--- src/rtl/piso_pkg.sv ---
// piso_pkg: shared types, constants and counter sizing for the PISO serializer.
// PISO_PARITY_EN selects the optional trailing even-parity bit.
package piso_pkg;

    typedef enum logic [0:0] {IDLE, SHIFT} state_t;

    localparam int PISO_DEFAULT_WIDTH = 8;

`ifdef PISO_PARITY_EN
    localparam bit PARITY_EN = 1'b1;
`else
    localparam bit PARITY_EN = 1'b0;
`endif

    // The parity slot needs one extra count value beyond the data bits.
    function automatic int cnt_width(input int width, input bit parity);
        return $clog2(width) + (parity ? 1 : 0);
    endfunction

endpackage

--- src/rtl/piso_serializer_if.sv ---
// piso_serializer_if: load handshake, bit-rate strobe and serial output of the PISO serializer.
interface piso_serializer_if
    import piso_pkg::*;
#(
    parameter int WIDTH = PISO_DEFAULT_WIDTH
) ();

    logic             load_valid;
    logic             load_ready;
    logic [WIDTH-1:0] load_data;
    logic             shift_ena;
    logic             serial_data;
    logic             data_ena;
    logic             busy;
    logic             done;

    modport master (
        output load_valid, load_data, shift_ena,
        input  load_ready, serial_data, data_ena, busy, done
    );

    modport slave (
        input  load_valid, load_data, shift_ena,
        output load_ready, serial_data, data_ena, busy, done
    );

endinterface

--- src/rtl/piso_bit_cnt.sv ---
// piso_bit_cnt: modulo-MOD counter with enable, synchronous clear and terminal-count flag.
module piso_bit_cnt #(
    parameter int W   = 3,
    parameter int MOD = 8
) (
    input  logic         clk,
    input  logic         reset_n,
    input  logic         clr,
    input  logic         en,
    output logic [W-1:0] cnt,
    output logic         tc
);

    logic [W-1:0] cnt_q, cnt_d;

    assign cnt = cnt_q;
    assign tc  = cnt_q == W'(MOD - 1);

    always_comb cnt_d = clr ? '0 : en ? (tc ? '0 : cnt_q + W'(1)) : cnt_q;

    always_ff @(posedge clk or negedge reset_n)
        if (!reset_n) cnt_q <= '0;
        else          cnt_q <= cnt_d;

endmodule

--- src/rtl/piso_serializer.sv ---
// piso_serializer: parallel-in serial-out transmitter paced by shift_ena, feeding a SIPO receiver.
// Define PISO_PARITY_EN to append an even-parity bit after the data bits.
module piso_serializer
    import piso_pkg::*;
#(
    parameter int WIDTH     = PISO_DEFAULT_WIDTH,
    parameter bit LSB_FIRST = 1'b1
) (
    input logic              clk,
    input logic              reset_n,
    piso_serializer_if.slave bus
);

    localparam int            IW       = $clog2(WIDTH);
    localparam int            CW       = cnt_width(WIDTH, PARITY_EN);
    localparam int            FRAME    = WIDTH + int'(PARITY_EN);
    localparam logic [IW-1:0] LAST_IDX = IW'(WIDTH - 1);
    localparam logic [0:0]    ST_IDLE  = IDLE;
    localparam logic [0:0]    ST_SHIFT = SHIFT;

    logic [0:0]       state_q, state_d;
    logic [WIDTH-1:0] shadow_q, shadow_d;
    logic             serial_q, serial_d;
    logic             ena_q, ena_d;
    logic             done_q, done_d;
    logic [CW-1:0]    cnt;
    logic [IW-1:0]    idx;
    logic             last, accept, shift, data_bit, next_bit;

    assign accept   = state_q == ST_IDLE && bus.load_valid;
    assign shift    = state_q == ST_SHIFT && bus.shift_ena;
    assign idx      = cnt[IW-1:0];
    assign data_bit = shadow_q[LSB_FIRST ? idx : LAST_IDX - idx];

`ifdef PISO_PARITY_EN
    assign next_bit = (cnt == CW'(WIDTH)) ? ^shadow_q : data_bit;
`else
    assign next_bit = data_bit;
`endif

    piso_bit_cnt #(.W(CW), .MOD(FRAME)) u_cnt (
        .clk     (clk),
        .reset_n (reset_n),
        .clr     (accept),
        .en      (shift),
        .cnt     (cnt),
        .tc      (last)
    );

    always_comb begin
        state_d  = accept ? ST_SHIFT : (shift && last) ? ST_IDLE : state_q;
        shadow_d = accept ? bus.load_data : shadow_q;
        serial_d = shift ? next_bit : serial_q;
        ena_d    = shift;
        done_d   = shift && last;
    end

    always_ff @(posedge clk or negedge reset_n) begin
        if (!reset_n) begin
            state_q  <= ST_IDLE;
            shadow_q <= '0;
            serial_q <= 1'b0;
            ena_q    <= 1'b0;
            done_q   <= 1'b0;
        end else begin
            state_q  <= state_d;
            shadow_q <= shadow_d;
            serial_q <= serial_d;
            ena_q    <= ena_d;
            done_q   <= done_d;
        end
    end

    assign bus.load_ready  = state_q == ST_IDLE;
    assign bus.busy        = state_q == ST_SHIFT;
    assign bus.serial_data = serial_q;
    assign bus.data_ena    = ena_q;
    assign bus.done        = done_q;

endmodule
--- src/flat_wrapper.sv ---
// flat-port wrapper written by rule: the top's interface ports become plain ports
module piso_serializer_flat import piso_pkg::*;
#(
    parameter int WIDTH     = PISO_DEFAULT_WIDTH,
    parameter bit LSB_FIRST = 1'b1
)
  (clk, reset_n, bus_load_valid, bus_load_data, bus_shift_ena, bus_load_ready, bus_serial_data, bus_data_ena, bus_busy, bus_done);
  piso_serializer_if #(.WIDTH(WIDTH)) bus_i ();
  input logic clk;
  input logic reset_n;
  input wire logic [$bits(bus_i.load_valid)-1:0] bus_load_valid;
  input wire logic [$bits(bus_i.load_data)-1:0] bus_load_data;
  input wire logic [$bits(bus_i.shift_ena)-1:0] bus_shift_ena;
  output wire logic [$bits(bus_i.load_ready)-1:0] bus_load_ready;
  output wire logic [$bits(bus_i.serial_data)-1:0] bus_serial_data;
  output wire logic [$bits(bus_i.data_ena)-1:0] bus_data_ena;
  output wire logic [$bits(bus_i.busy)-1:0] bus_busy;
  output wire logic [$bits(bus_i.done)-1:0] bus_done;
  assign bus_i.load_valid = bus_load_valid;
  assign bus_i.load_data = bus_load_data;
  assign bus_i.shift_ena = bus_shift_ena;
  assign bus_load_ready = bus_i.load_ready;
  assign bus_serial_data = bus_i.serial_data;
  assign bus_data_ena = bus_i.data_ena;
  assign bus_busy = bus_i.busy;
  assign bus_done = bus_i.done;
  piso_serializer #(.WIDTH(WIDTH), .LSB_FIRST(LSB_FIRST)) u_core (.clk(clk), .reset_n(reset_n), .bus(bus_i));
endmodule
--- config.mk ---
export PLATFORM = sky130hd
export DESIGN_NAME = piso_serializer_flat
export DESIGN_NICKNAME = d
export VERILOG_FILES = /design/src/rtl/piso_pkg.sv /design/src/rtl/piso_serializer_if.sv /design/src/rtl/piso_bit_cnt.sv /design/src/rtl/piso_serializer.sv /design/src/flat_wrapper.sv
export SDC_FILE = /design/constraint.sdc
export NUM_CORES = 1
export LEC_CHECK = 0
export BUFFER_PORTS_ARGS = -buffer_cell sky130_fd_sc_hd__buf_2
export CAP_MARGIN = 20
export CORE_MARGIN = 1.5
export CORE_UTILIZATION = 48
export DETAILED_ROUTE_END_ITERATION = 7
export MAX_ROUTING_LAYER = met4
export PLACE_DENSITY = 0.74
export SYNTH_ARGS = -nofsm -noshare
export SYNTH_HDL_FRONTEND = slang
export SYNTH_SLANG_ARGS = --single-unit
--- constraint.sdc ---
create_clock -name clk -period 1.4 [get_ports clk]
set_input_delay 0.07 -clock clk [delete_from_list [all_inputs] [get_ports clk]]
set_output_delay 0.07 -clock clk [all_outputs]
set_load 0.05 [all_outputs]
Yosys cells after proc, flatten, opt, wreduce, memory -nomap -nowiden. Index checks and enable logic that the tools add are counted.

Logic and storage cells: 22. Bits of input ports: 12. Output and inout port bits: 5. Register bits after elaboration: 15.

Magnitude comparators: 1. Bitwise gates (word level): 1. Reductions and logical operators: 5. Add/subtract/negate cells: 1. Eq/ne operators: 1. Mux-type cells: 7.

Operators with widths (number): $mux 3 (3); $lt 3x4->1 const B (1); $reduce_bool 2->1 (2); $add 3x1->3 const B (1); $bmux 1 s3 (1); $eq 3x3->1 const B (1); $logic_and 1x1->1 (3); $mux 1 (3); $not 1->1 (1).

Logic depth before layout (Yosys ltp). Gate-level depths: netlist of the first run.

Word-level depth: 4. Gate-level depth with buffers: 4. Mapped depth without buffers: 4.

Cells and area by module. From an unflattened synthesis of the first run, not the netlist that was laid out.

Cell total of the unflattened synthesis: 48. Area, all modules: 664.4 um^2.

By module, submodules not included: piso_serializer (seq. area each 300.3 um^2, times used 1, area each 513.0 um^2, cells an instance 36); piso_bit_cnt (seq. area each 75.1 um^2, times used 1, area each 151.4 um^2, cells an instance 12).

Least setup slack after synthesis of the first run. Ideal clock, no wire load.

Path type: register to register. From: reg u_core.state_q, in the netlist u_core.bus.busy. To: reg u_core.shadow_q[0]. Library setup time: 0.125 ns. Setup slack: 0.005 ns. Data arrival time: 1.271 ns. Stages on the path, launching flop included: 4. Buffers on the path: 1. Period minus slack after synthesis: 1.395 ns. Data required time: 1.275 ns. Cells stage by stage: dfrtp_1 nor2b_1 buf_2 mux2_2.

Longest elaborated chain between the ends: 2.

Ends and longest elaborated chain: from (decl) (line piso_serializer.sv:21) `logic [0:0] state_q, state_d;`; from (signal assigned) (line piso_serializer.sv:66) `state_q <= state_d;`; $not 1->1 (line piso_serializer.sv:30) `assign accept = state_q == ST_IDLE && bus.load_valid;`; $logic_and 1x1->1 (line piso_serializer.sv:30); to (signal assigned) (line piso_serializer.sv:67) `shadow_q <= shadow_d;`; to (decl) (line piso_serializer.sv:22) `logic [WIDTH-1:0] shadow_q, shadow_d;`.

No other way between the ends. A chain may end at the register's enable or synchronous reset.

Worst setup path in the final report of the first run.
From: reg u_core.u_cnt.cnt_q[0], in the netlist u_core.u_cnt.cnt[0]. To: reg u_core.u_cnt.cnt_q[2], in the netlist u_core.u_cnt.cnt[2].

Longest elaborated chain between the ends: 4. Elaborated cells between the ends (all ways): 5. Classes of those cells: add/sub: 1; eq/ne: 1; mux: 3.

Ends and longest elaborated chain: from (decl) (line piso_bit_cnt.sv:14) `logic [W-1:0] cnt_q, cnt_d;`; from (signal assigned) (line piso_bit_cnt.sv:23) `else cnt_q <= cnt_d;`; $add 3x1->3 or $eq 3x3->1 (tied branches) (line piso_bit_cnt.sv:19, piso_bit_cnt.sv:17); $mux 3 * (3 in series) (line piso_bit_cnt.sv:19) `always_comb cnt_d = clr ? '0 : en ? (tc ? '0 : cnt_q + W'(1)) : cnt_q;`.

Every way passes the cells marked *; elsewhere a longest branch is shown, timed or not. The select of a mux whose other input is x is not followed.

==> run summary, run 1 <==
The maximum clock rate is 758 MHz. The die outline area came out at 1580 um2. The power density over the cells is 2010 nW/um2. The routed via count divided by cell count is 4.95. The final-report setup violation count came out at 0. The DRC violation count after routing came out at 0.

Overall power consumption after layout is estimated at 1.55 mW. The flow ran to the end, and the final reports show no timing, DRC or antenna violations. The setup check on the worst reg-to-reg path leaves a slack of 0.08 ns. The data arrival time of the worst path came out at 1.48 ns. The most critical setup path has its startpoint at u_core.u_cnt.cnt[0]$_DFFE_PN0P_. The capture endpoint of the worst hold path is u_core.shadow_q[3]$_DFFE_PN0P_.

The top cell types in the final layout, fill and taps aside, are 16 x buf_2, 15 x dfrtp_1, 8 x mux2_2. CTS placed an instance of clkbuf_4 at the clock tree root. The final number of max-transition violations was 0.

Entering global routing, the biggest net connects 16 pins. The clock-pin slew on the worst setup and hold paths came out at 0.09 ns. The distinct cell type count of the synthesized netlist is 17. The Yosys step of the flow raised 0 warnings. Headroom to the max-slew limit came out at 77.8%. The detailed-route wire length came out at 944 um. The critical path buffer and inverter count is 0. The count of antenna-violating nets left after detailed routing came out at 0. Clock tree synthesis found a total of 15 sinks. The number of top-level design ports came out at 17. The setup slack after placement is 0.0872 ns.

Leaving out fill and tap cells, the most frequent cell in the layout is buf_2. The initial antenna violation count came to 0. For this design the static power due to leakage is 0.397 nW.

The via count of the first global-routing pass came out at 369. The synthesized instance count came out at 46. Sequential cells were found to cover 57.9% of the synthesized design area.

The number of post-CTS setup repair buffers came out at 0. The path depth of the worst reg2reg path is 3. The overall global routing resource usage is 15.3%. Setup repair after global routing left no endpoint under its margin. When the netlist entered floorplanning its net count stood at 60. At the end of routability-driven placement, the weighted congestion stood at 0.731.

The number of standard-cell rows in the floorplan came out at 13. Each instance of the synthesized netlist takes up on average 14.1 um2. The area overhead of the layout relative to synthesis came out at 19.5%. In this run the critical register-to-register path is captured at u_core.u_cnt.cnt[2]$_DFFE_PN0P_.

After synthesis the cells add up to 648 um2. The total overflow left after global routing is 0. The die is 39.7 um wide. The clock period minus final worst setup slack came out at 1.32 ns.

The antenna diode instance count came out at 0. The fraction of final layout cells with drive strength greater than 1 came out at 48.5%. The first global-routing pass estimated 1520 um of wire. The maximum cell stage delay along the critical path is 0.49 ns. The placed standard-cell area came out at 738 um2. Across all layers, the routed design uses 401 vias. The transition time of the tightest slew-check pin is 0.333 ns. The startpoint identified for the worst register-to-register timing path is u_core.u_cnt.cnt[0]$_DFFE_PN0P_. At the worst endpoint, the required time is 1.57 ns.

The largest voltage drop on the vdd net is 1.37 mV. After layout, the worst path uses 94.2% of the clock period. The cell seen most often among critical-path stages is ha_1. Final hold analysis gives a worst-case slack of 0.0230 ns. The number of DRC markers after the initial detailed-route iteration came out at 0. Between clock sinks in the finished design, the worst skew comes to 0.00469 ns. The category of cells accounting for the largest share of critical-path delay is adder cells.

The worst path setup slack after routing is 0.0808 ns. In this run the number of H-tree levels came out at 1. On the critical path, the stage with the largest delay is an instance of dfrtp_1. STA classifies the critical path startpoint as a flip-flop. TritonCTS built the clock tree. The number of endpoints with negative hold slack in the final report came out at 0. The number of nets in the final layout is 81. The post-synthesis sequential element count came out at 15. The effective utilization at floorplan is 50.4%. The die span in y is 39.7 um. The number of cells traversed by the worst hold path is 2. The clock network latency to the later pin of the worst-skew pair is 0.27 ns. In this run the tool buffered the top-level ports with 16 buffer cells.

The CTS buffer count came out at 3. The core box area is 1280 um2. Walking the worst path, the cells encountered are ha_1 -> ha_1 -> a22o_1. The accumulated negative setup slack is 0 ns.

The nature of the critical path endpoint is a flip-flop. The classification of the worst setup path is reg2reg. The start point of the worst hold path is bus_load_data[3]. The filler cells instantiated in the layout total 103. The half-perimeter wire length of the detailed placement result is 748 um.

The design area came out at 774 um2. The worst hold path belongs to the class in2reg. Along the worst path, the maximum fanout reaches 7. The worst-case clock buffer depth is 2. The iteration count of the initial detailed-routing pass came out at 1.

The wire length per cell is 11.7 um. Across the run, the number of max-cap violations was 0.
[cell usage after synthesis, drive strengths merged]
cell / number / share of area (%)
a21o: 1 / 1.4
a22o: 2 / 2.7
and3: 1 / 0.97
buf: 2 / 2.5
dfrtp: 15 / 58
ha: 2 / 3.9
inv: 2 / 1.2
mux2: 8 / 14
mux2i: 4 / 6.2
mux4: 1 / 3.5
nand2: 2 / 1.2
nor2: 3 / 1.7
nor2b: 1 / 0.97
nor3: 1 / 0.77
o21ai: 1 / 1.4
[cell type report]
type	count	area (um2)	area share (%)
sequential	15	375	48.5
multi-input combinational	27	249	32.1
timing repair buffer	18	97.6	12.6
clock buffer	4	26.3	3.39
tap	15	18.8	2.42
inverter	2	7.51	0.969
[worst max-delay path by stage]
stage,end,cells past startpoint,slack [ns]
6_report,u_core.u_cnt.cnt[2]$_DFFE_PN0P_,3,0.08
5_1_grt,u_core.u_cnt.cnt[0]$_DFFE_PN0P_,4,0.02
4_1_cts,u_core.u_cnt.cnt[2]$_DFFE_PN0P_,3,0.08
3_5_place_dp,u_core.u_cnt.cnt[2]$_DFFE_PN0P_,3,0.09
3_3_place_gp,u_core.u_cnt.cnt[2]$_DFFE_PN0P_,3,0.13
2_1_floorplan,u_core.shadow_q[0]$_DFFE_PN0P_,3,0.005
[per-stage QoR]
stage | utilization (%) | cells
2_1_floorplan | - | 46
3_3_place_gp | 57.4 | 76
3_5_place_dp | 57.4 | 76
4_1_cts | 60.3 | 81
5_1_grt | 60.3 | 81
6_report | 60.3 | 81
[registers in the layout (all words and copies together) (netlist names)]
signal / count
u_core.shadow_q: 8
u_core.bus.busy: 1
u_core.bus.serial_data: 1
u_core.bus.done: 1
u_core.u_cnt.cnt: 3
u_core.bus.data_ena: 1
[per-layer routing]
layer / vias up / part of all wire (%) / track usage [%]
li1: 200 / - / -
met1: 191 / 49 / 18.8
met2: 10 / 46 / 24.6
met3: 0 / 4.7 / 5.11
met4: 0 / 0 / 2.59
met5: - / 0 / -
[power by group]
| group | leakage, nW | switching (mW) | internal, mW |
|---|---|---|---|
| Clock | 0.0150 | 0.126 | 0.110 |
| Combinational | 0.200 | 0.261 | 0.307 |
| Sequential | 0.182 | 0.137 | 0.613 |
| Total | 0.397 | 0.524 | 1.03 |
[kinds of logic after synthesis]
logic type / synth area share, %
flip-flops: 57.9
multiplexers: 23.6
AND/OR/NAND/NOR: 5.60
AO/OA/AOI/OAI: 5.41
buffers and inverters: 3.67
adder cells (fa/ha/maj): 3.86
[repair_timing]
action	in CTS	in global routing
hold buffers	1	0
resized for setup	0	0
endpoints found under the hold margin	15	0
(Power assumes the default switching activity.)
==> run 2: changes to the inputs <==
Settings changed: BUFFER_PORTS_ARGS -buffer_cell sky130_fd_sc_hd__buf_2 to -buffer_cell sky130_fd_sc_hd__clkbuf_2, CTS_CLUSTER_SIZE set to 12.
==> run summary, run 2 (synthesis gave the netlist of run 1 again) <==
The highest metal layer used by the detailed router is met3. The number of top-level design ports came out at 17 (unchanged). The worst setup path is launched from a flip-flop. The routed metal-1 wirelength was 449 um (-3.0%). The largest individual stage delay along the critical path comes from the cell dfrtp_1. The effective utilization at floorplan is 50.4% (unchanged). The transition time of the tightest slew-check pin is 0.349 ns (+0.0162 ns). The number of cells upsized or downsized after cts came out at 0 (unchanged). The category of cells accounting for the largest share of critical-path delay is adder cells. The clock-pin slew on the worst setup and hold paths came to 0.08 ns (about the same). The met3 wirelength from detailed routing came out at 46 um (+4.5%). The maximum clock rate is 767 MHz (+1.1%). The final number of max-transition violations is 0 (unchanged). The cell leakage power is 0.399 nW (+0.47%). The maximum cell stage delay along the critical path is 0.48 ns (about the same). The switching part of the total power is 33.6% (-0.17 points). The number of clock sinks seen by CTS is 15 (unchanged). In this run the clock root is driven by a clkbuf_4. The relative contribution of combinational cells to total power came out at 36.1% (-0.4 points). The flow ran to the end, and the final reports show no timing, DRC or antenna violations.

The initial antenna violation count came to 0 (unchanged). Leaving out fill and tap cells, the most frequent cells in the layout are 16 x clkbuf_2, 15 x dfrtp_1, 8 x mux2_2. The clock period minus final worst setup slack was 1.30 ns (-0.0150 ns). The CTS tree is yes.

The via count of the first global-routing pass came out at 376 (+1.9%). The data required time of the critical path came out at 1.57 ns (about the same). The fraction of final layout cells with drive strength greater than 1 is 48.5% (unchanged).

The library cell used most frequently in the layout, excluding fill and tap cells, is clkbuf_2. The die span in y came out at 39.7 um (unchanged). The net switching power was 0.519 mW (-0.96%). The routed via count divided by cell count is 4.98 (+0.50%). The overall global routing resource usage is 15.7% (+0.41 points). The antenna diode instance count came to 0 (unchanged). The sequential share of power came to 48.6% (+0.3 points). The count of antenna-violating nets left after detailed routing is 0 (unchanged).

The first element of the critical path is u_core.u_cnt.cnt[0]$_DFFE_PN0P_. The number of standard-cell rows in the floorplan came out at 13 (unchanged). The CTS buffer count is 3 (unchanged). The data arrival time of the worst path is 1.47 ns (about the same). The number of DRC markers after the initial detailed-route iteration is 3 (+3). The cell count after placement is 76 (unchanged). The max-capacitance violation count was 0 (unchanged). The critical path buffer and inverter count is 0 (unchanged). The accumulated negative setup slack came out at 0 ns (unchanged). The quantity of I/O buffers inserted on ports was 16 (unchanged). The register with the most flip-flops in the final layout is u_core.shadow_q. The number of post-CTS setup repair buffers came out at 0 (unchanged).

The power density over the cells came out at 2000 nW/um2 (-0.47%). The largest voltage drop on the vdd net is 0.980 mV (-28%). The worst path setup slack after routing is 0.0958 ns (+0.0150 ns). The cell seen most often among critical-path stages is ha_1. The clock network fraction of design power is 15.2% (about the same). Setup repair after global routing left no endpoint under its margin. The origin of the critical flop-to-flop path is u_core.u_cnt.cnt[0]$_DFFE_PN0P_.

The worst setup path is captured at a flip-flop. The total via count after detailed routing is 403 (+0.50%). The number of endpoints with negative hold slack in the final report came out at 0 (unchanged). The residual overflow from global routing came out at 0 (unchanged). The iteration count of the initial detailed-routing pass is 2 (+1).

The DRC violation count after routing is 0 (unchanged). The weighted congestion at the end of routability-driven global placement came to 0.705 (-3.5%). The setup slack after placement came out at 0.0978 ns (+0.0106 ns). The internal power component came to 1.03 mW (-0.21%).

The detailed-route wire length is 930 um (-1.5%). The core box area came out at 1280 um2 (unchanged). The wire length per cell came out at 11.5 um (-1.5%). The top fanout value on the critical path came out at 7 (unchanged). The number of standard cells in the layout, taps in and fillers out is 81 (unchanged).

The worst setup skew after layout came out at 0.00155 ns (-0.00314 ns). Traced cell by cell, the critical path runs through ha_1 -> ha_1 -> a22o_1. The worst-case clock buffer depth is 2 (unchanged). The setup path with the least slack is of type reg2reg. In this run the most critical hold path is launched from bus_load_data[6]. The maximum number of pins on one net before global-route repair is 16 (unchanged).

The remaining max-slew budget at the tightest pin came out at 76.8% (-1.1 points). The overall power after layout came to 1.55 mW (-0.47%). The die outline area came to 1580 um2 (unchanged).

The number of flip-flops under the largest register name was 8 (unchanged). The H-tree depth reported by CTS is 1 (unchanged). The number of buffers inserted for hold repair after clock tree synthesis came to 1 (unchanged).

The area overhead of the layout relative to synthesis is 19.5% (unchanged). The horizontal die dimension is 39.7 um (unchanged). The hold slack is 0.0217 ns (-0.00131 ns).

The worst hold path belongs to the class in2reg. The final-report setup violation count came out at 0 (unchanged). The routed length on met2 came out at 434 um (-0.69%). The portion of the clock cycle consumed by the worst path in the final layout came out at 93.2% (-1.1 points). The clock network latency to the later pin of the worst-skew pair came to 0.27 ns (about the same). The number of nets in the final layout was 81 (unchanged).

The wire length of the first global-routing pass came out at 1570 um (+3.6%).
==> run 2: changes by cell type in the layout (fill, tap and decap cells not counted), sizes merged <==
| cell | previous run | this run |
|---|---|---|
| clkbuf | 4 | 20 |
| buf | 17 | 1 |
==> run 2: area by class of cell <==
cell class | instances | area [um2]
Clock buffer | 4 | 26.3
Fill cell | 112 | 510
Timing Repair Buffer | 18 | 97.6
Tap cell | 15 | 18.8
Inverter | 2 | 7.51
Multi-Input combinational cell | 27 | 249
Sequential cell | 15 | 375
==> run 2: final timing paths <==
kind	depth (start not counted)	slack, ns	endpoint
min in group asynchronous	2	0.23	u_core.bus.done$_DFF_PN0_
worst min-delay path	2	0.02	u_core.shadow_q[6]$_DFFE_PN0P_
worst min register to register	2	0.48	u_core.bus.serial_data$_DFFE_PN0P_
max in group asynchronous	2	0.92	u_core.shadow_q[4]$_DFFE_PN0P_
worst max register to register	3	0.1	u_core.u_cnt.cnt[2]$_DFFE_PN0P_
worst max-delay path	3	0.1	u_core.u_cnt.cnt[2]$_DFFE_PN0P_
==> run 2: power groups by stage <==
stage / sequential, mW / clock (mW) / combinational (mW)
CTS: 0.757 / 0.242 / 0.567
finish: 0.753 / 0.236 / 0.559
detailed placement: 0.765 / 0 / 0.565
global placement: 0.761 / 0 / 0.553
floorplan: 0.794 / 0 / 0.436
global route: 0.785 / 0.264 / 0.617
==> run 2: layer usage <==
layer  GRT usage [%]  vias up
met5               -        -
li1                -      204
met2            24.2       10
met3            5.11        0
met1            20.4      189
met4            2.59        0
==> run 2: per-stage QoR <==
step                utilization (%)  instance area (um2)
floorplan                         -                  648
global placement               57.4                  738
detailed placement             57.4                  738
CTS                            60.3                  774
global route                   60.3                  774
finish                         60.3                  774
